--- src/rtl/uart_rx.sv ---
// uart_rx: oversampling UART receiver with a valid/ready holding register.
//   clk        system clock, rising edge
//   clr_n      asynchronous active-low reset
//   rx         serial line (idles high, asynchronous to clk)
//   data       received byte from the holding register
//   valid      holding register full
//   ready      consumer accepts data when valid & ready
//   busy       receiver is inside a frame (FSM not IDLE)
//   frame_err  one-cycle pulse: stop bit sampled low
//   overrun    one-cycle pulse: a completed byte was dropped
module uart_rx #(
   parameter int unsigned CLKS_PER_BIT = 16,
   parameter int unsigned DATA_BITS    = 8
) (
   input  logic                 clk,
   input  logic                 clr_n,
   input  logic                 rx,
   output logic [DATA_BITS-1:0] data,
   output logic                 valid,
   input  logic                 ready,
   output logic                 busy,
   output logic                 frame_err,
   output logic                 overrun
);

   localparam int unsigned CW   = $clog2(CLKS_PER_BIT);
   localparam int unsigned IW   = $clog2(DATA_BITS + 1);
   localparam int unsigned HALF = CLKS_PER_BIT / 2;

   localparam logic [CW-1:0] CNT_HALF = CW'(HALF - 1);
   localparam logic [CW-1:0] CNT_LAST = CW'(CLKS_PER_BIT - 1);
   localparam logic [IW-1:0] IDX_LAST = IW'(DATA_BITS - 1);

   typedef enum logic [1:0] {
      IDLE  = 2'd0,
      START = 2'd1,
      DATA  = 2'd2,
      STOP  = 2'd3
   } state_t;

   state_t               state, state_nxt;
   logic [CW-1:0]        cnt, cnt_nxt;
   logic [IW-1:0]        idx, idx_nxt;
   logic [DATA_BITS-1:0] shift, shift_nxt;
   logic [DATA_BITS-1:0] data_nxt;
   logic                 valid_nxt;
   logic                 busy_nxt;
   logic                 frame_err_nxt;
   logic                 overrun_nxt;
   logic                 rx_m, rx_s;

   // Two-flop synchronizer; resets to the idle line level.
   always_ff @(posedge clk or negedge clr_n) begin
      if (!clr_n) begin
         rx_m <= 1'b1;
         rx_s <= 1'b1;
      end else begin
         rx_m <= rx;
         rx_s <= rx_m;
      end
   end

   // State and output registers.
   always_ff @(posedge clk or negedge clr_n) begin
      if (!clr_n) begin
         state     <= IDLE;
         cnt       <= '0;
         idx       <= '0;
         shift     <= '0;
         data      <= '0;
         valid     <= 1'b0;
         busy      <= 1'b0;
         frame_err <= 1'b0;
         overrun   <= 1'b0;
      end else begin
         state     <= state_nxt;
         cnt       <= cnt_nxt;
         idx       <= idx_nxt;
         shift     <= shift_nxt;
         data      <= data_nxt;
         valid     <= valid_nxt;
         busy      <= busy_nxt;
         frame_err <= frame_err_nxt;
         overrun   <= overrun_nxt;
      end
   end

   // Next-state and output logic.
   always_comb begin
      state_nxt     = state;
      cnt_nxt       = cnt;
      idx_nxt       = idx;
      shift_nxt     = shift;
      data_nxt      = data;
      valid_nxt     = valid;
      frame_err_nxt = 1'b0;
      overrun_nxt   = 1'b0;

      // Drain; a frame completing on this same edge may re-set valid below.
      if (valid && ready) valid_nxt = 1'b0;

      unique case (state)
         IDLE: begin
            if (!rx_s) begin
               state_nxt = START;
               cnt_nxt   = '0;
            end
         end
         START: begin
            cnt_nxt = cnt + CW'(1);
            if (cnt == CNT_HALF) begin
               cnt_nxt = '0;
               if (!rx_s) begin
                  state_nxt = DATA;
                  idx_nxt   = '0;
               end else begin
                  state_nxt = IDLE;   // glitch, not a real start bit
               end
            end
         end
         DATA: begin
            cnt_nxt = cnt + CW'(1);
            if (cnt == CNT_LAST) begin
               // LSB first: after DATA_BITS shifts bit 0 sits at position 0.
               shift_nxt = {rx_s, shift[DATA_BITS-1:1]};
               cnt_nxt   = '0;
               idx_nxt   = idx + IW'(1);
               if (idx == IDX_LAST) state_nxt = STOP;
            end
         end
         STOP: begin
            cnt_nxt = cnt + CW'(1);
            if (cnt == CNT_LAST) begin
               state_nxt = IDLE;
               cnt_nxt   = '0;
               if (rx_s) begin
                  if (!valid || ready) begin
                     data_nxt  = shift;
                     valid_nxt = 1'b1;
                  end else begin
                     overrun_nxt = 1'b1;
                  end
               end else begin
                  frame_err_nxt = 1'b1;
               end
            end
         end
         default: state_nxt = IDLE;
      endcase

      busy_nxt = (state_nxt != IDLE);
   end

endmodule

--- config.mk ---
export PLATFORM = sky130hd
export DESIGN_NAME = uart_rx
export DESIGN_NICKNAME = d
export VERILOG_FILES = /design/src/rtl/uart_rx.sv
export SDC_FILE = /design/constraint.sdc
export NUM_CORES = 1
export LEC_CHECK = 0
export ABC_AREA = 1
export ABC_CLOCK_PERIOD_IN_PS = 2300
export CORE_ASPECT_RATIO = 0.7
export CORE_MARGIN = 3
export CORE_UTILIZATION = 25
export CTS_CLUSTER_SIZE = 16
export DETAILED_ROUTE_END_ITERATION = 16
export DONT_BUFFER_PORTS = 1
export PLACE_DENSITY = 0.34
export SYNTH_ARGS = -nofsm -noshare
export SYNTH_HDL_FRONTEND = slang
export SYNTH_SLANG_ARGS = --single-unit
--- constraint.sdc ---
create_clock -name clk -period 2.3 [get_ports clk]
set_input_delay 0.46 -clock clk [delete_from_list [all_inputs] [get_ports clk]]
set_output_delay 0.46 -clock clk [all_outputs]
set_load 0.1 [all_outputs]
After elaboration in Yosys (flattened, before gate mapping)
Cells that the tools add are included.
{"block": "classes", "addsub": 2, "eq_ne": 10, "n_mux": 26, "n_reduce_logical": 10}
{"op": "$mux W4", "count": 5}
{"op": "$mux W1", "count": 12}
{"op": "$mux W2", "count": 6}
{"op": "$pmux W4 S3", "count": 1}
{"op": "$add A4 B1 Y4 const B", "count": 2}
{"op": "$eq A4 B3 Y1 const B", "count": 2}
{"op": "$ne A2 B2 Y1 const B", "count": 4}
{"op": "$pmux W2 S4", "count": 1}
{"op": "$pmux W4 S2", "count": 1}
{"op": "$reduce_and A4 Y1", "count": 2}
{"op": "$eq A2 B2 Y1 const B", "count": 2}
{"op": "$eq A4 B4 Y1 const B", "count": 1}
{"op": "$reduce_bool A2 Y1", "count": 2}
{"op": "$eq A2 B1 Y1 const B", "count": 1}
{"op": "$logic_not A2 Y1", "count": 1}
{"op": "$reduce_and A2 Y1", "count": 1}
{"op": "$reduce_or A2 Y1", "count": 1}
{"op": "$logic_and A1 B1 Y1", "count": 1}
{"op": "$logic_not A1 Y1", "count": 1}
{"op": "$logic_or A1 B1 Y1", "count": 1}
{"block": "word_totals", "ff_bits": 32, "in_bits": 4, "out_inout_bits": 12, "wordCells": 59}

Logic depth before layout (Yosys ltp)
{"block": "logic_depth", "ltp_word": 6, "depth_mapped": 8, "ltp_nobuf": 8}

Worst setup path after synthesis
No wires, ideal clock.
{"block": "synth_timing", "kind": "register to register", "startpoint": "reg valid", "endpoint": "reg data[2]", "setup_time_ns": 0.074, "arrival_ns": 1.584, "t_required_ns": 2.226, "slack_ns": 0.642, "stages_incl_launch_ff": 8, "path_buffers": 1, "synth_period_minus_slack_ns": 1.658, "cell_sequence": "dfrtp_1 > inv_1 > nor2_1 > inv_1 > nand4_4 > buf_6 > nand2_1 > o21ai_2"}
{"block": "synth_between", "elab_chain_len": 3}
{"item": "start, declared", "line_no": "19", "rtl": "output logic valid,"}
{"item": "start signal, assigned", "line_no": "81", "rtl": "valid <= valid_nxt;"}
{"item": "$logic_not A1 Y1", "line_no": "137", "rtl": "if (!valid || ready) begin"}
{"item": "$logic_or A1 B1 Y1", "line_no": "137"}
{"item": "$reduce_and A4 Y1 (no line)"}
{"item": "end signal, assigned", "line_no": "80", "rtl": "data <= data_nxt;"}
{"item": "end, declared", "line_no": "18", "rtl": "output logic [DATA_BITS-1:0] data,"}
Every way passes these cells.
A chain may end at the register's enable or synchronous reset.

Final worst setup path
{"block": "layout_timing", "startpoint": "reg cnt[0]", "endpoint": "reg shift[4]"}
{"block": "layout_between", "elab_chain_len": 2}
{"item": "start, declared", "line_no": "42", "rtl": "logic [CW-1:0] cnt, cnt_nxt;"}
{"item": "start signal, assigned", "line_no": "77", "rtl": "cnt <= cnt_nxt;"}
{"item": "$eq A4 B4 Y1", "line_no": "123", "rtl": "if (cnt == CNT_LAST) begin"}
{"item": "$reduce_and A2 Y1 (no line)"}
{"item": "end signal, assigned", "line_no": "79", "rtl": "shift <= shift_nxt;"}
{"item": "end, declared", "line_no": "44", "rtl": "logic [DATA_BITS-1:0] shift, shift_nxt;"}
Every way passes these cells.

==> flow_summary.toml <==
[cts]
cts-htree-levels = 2
tritoncts = "yes"
clock-sinks = 32
root_buffer = "clkbuf_8"
clk_latency_ns = 0.28
cts_buffers = 5
clockBufferDepth = 2
clkTransAtPathRegs_ns = 0.07

[synth]
syn_inst = 153
ys_seq_elements = 32
ys_types = 20
syn_avg_cell_area_um2 = 9.25
syn-cell-area_um2 = 1420
seq_area_frac_synth_pct = 56.8
ys_warn_count = 0
synth_fp_nets = 159

[flow_run]
maxCapViolCount = 0

[timing]
fin_ws_ns = 0.748
clock_skew_ns = 0.00501
fin_crit_sh_pct = 67.5
tns_ns = 0
slew_headroom_pct = 77.1
timing.hold.ws_ns = 0.0206
period_minus_slack_ns = 1.55
hold_viol = 0
worst_slew_pin_slew_ns = 0.343
fmax_mhz = 644
rsz0062_at_grt = "false"
setup_viol_count_final = 0
finalMaxSlewViolations = 0

[floorplanning]
fp.dieW_um = 95.9
core_area_um2 = 5370
dieHeight_um = 68.9
ios = 16
initial_core_util_pct = 26.4
dieArea_um2 = 6610
fp-row-count = 22

[place]
place_ws_ns = 0.753
io_buffers = 0
gp_congestion = 0.783
hpwl_um = 1820

[worst_setup_path]
critPathRequiredTime_ns = 2.50
end_kind = "register"
path_max_fanout = 16
start_kind = "register"
critPathLaunch = "cnt[0]"
critPathArrivalTime_ns = 1.75
r2r_setup_slack_ns = 0.75
r2r-start = "cnt[0]"
path_class = "reg -> reg"
max_stage_delay_ns = 0.38
crit_slowest_cell = "dfrtp_1"
cp_top_family = "simple AND/OR/NAND/NOR gates"
regToRegEndpoint = "shift[4]"
crit_chain = "ha_1 > nand3_2 > nor2_2 > buf_4 > nand2_1 > o21ai_0"
reg2reg_depth = 6
cp_num_buf_inv = 1

[layout]
layout_commonest_cell = "nand2_1"
drive_gt1_share_pct = 22.5
area_growth_pct = 20.9
antenna_cells = 0
finalNetCount = 178
final_cell_mix = "nand2_1 (42), dfrtp_1 (30), inv_1 (22)"

[power]
power_density_nw_per_um2 = 890
p_leak_nw = 0.852
vdd_drop_max_v = 0.000316

[route]
vias_per_cell = 3.89
routed_wirelength_um = 2740
vias = 954
drt_iter0_markers = 32
drc = 0
dr.pass1.iters = 4
drtAntennaViolNets = 0
wl_per_cell_um = 11.2

[global_routing]
antenna_found_initial = 0
grt_usage_pct = 9.57
gr-total-overflow = 0
grt_pass1_wl_um = 4460
grt_pass1_vias = 875
grt_max_degree = 31

[outcome]
outcome = "finished clean"

[min_path]
hold_class = "in -> async"
-- metrics by stage --
| stage | std cells | power (mW) | util (%) | area, µm² |
|---|---|---|---|---|
| 6_report | 245 | 1.52 | 31.9 | 1710 |
| 5_1_grt | 245 | 1.62 | 31.9 | 1710 |
| 4_1_cts | 245 | 1.55 | 31.9 | 1710 |
| 3_5_place_dp | 235 | 0.990 | 29.3 | 1570 |
| 3_3_place_gp | 235 | 0.991 | 29.3 | 1570 |
| 2_1_floorplan | 153 | 0.923 | - | 1420 |
-- sequential cells by signal (all words and copies together), names as in the netlist --
name and cells:
busy 1, rx_s 1, cnt 4, data 8
valid 1, state 2, overrun 1, idx 4
frame_err 1, shift 8, rx_m 1
-- final cells by class --
class | instances | area [µm²]
Clock buffer | 6 | 72.6
Clock inverter | 2 | 35.0
Fill cell | 566 | 3660
Inverter | 24 | 90.1
Multi-Input combinational cell | 94 | 492
Sequential cell | 32 | 803
Tap cell | 72 | 90.1
Timing Repair Buffer | 15 | 128
-- layer usage --
metal / wire, µm / track usage, % / vias up
met1: 1500 / 13.9 / 417
met3: 133 / 3.58 / 6
met4: 34 / 4.79 / 0
met2: 1080 / 12.0 / 16
met5: 0 / 0 / -
li1: - / - / 515
-- power by group --
part           total (mW)  switching, mW  internal, mW
Sequential          0.698         0.0695         0.629
Combinational       0.295          0.202        0.0922
Clock               0.529          0.207         0.321
Total                1.52          0.479          1.04
-- cell families (layout without fill, tap and decap cells) --
logic type	Yosys count	in the layout	synth area share [%]
buf+inv	27	47	8.49
compound gates	25	25	11.5
xor+xnor	1	1	0.619
flops	32	32	56.8
fa+ha+maj	2	2	1.77
simple gates	66	66	20.9
-- worst max path at each step --
stage                     depth (start not counted)  slack, ns        to
final                                             6       0.75  shift[4]
after detailed placement                          6       0.75  shift[4]
after global placement                            6       0.77  shift[4]
after floorplan                                   7       0.64   data[2]
after global routing                              6       0.56  shift[0]
after CTS                                         6       0.73  shift[4]
-- synthesized netlist by cell type (all sizes together) --
| cell type | count | share of area, % |
|---|---|---|
| o21ai | 23 | 10 |
| nand3b | 1 | 0.53 |
| inv | 24 | 6.4 |
| nand3 | 8 | 3.2 |
| dfrtp | 30 | 53 |
| nand2 | 43 | 12 |
| a21oi | 2 | 1.2 |
| nor2 | 12 | 3.4 |
| xor2 | 1 | 0.62 |
| nand4 | 1 | 1.5 |
| nor3 | 1 | 0.35 |
| ha | 2 | 1.8 |
| buf | 3 | 2.1 |
| dfstp | 2 | 3.7 |
-- repair_timing --
item                                   CTS  global route
setup buffers                            0             0
setup endpoints to repair                0             0
gates resized for setup                  0             0
hold buffers                             2             0
endpoints found under the hold margin   30             0
Note: power is estimated with default switching activity, not from simulation.
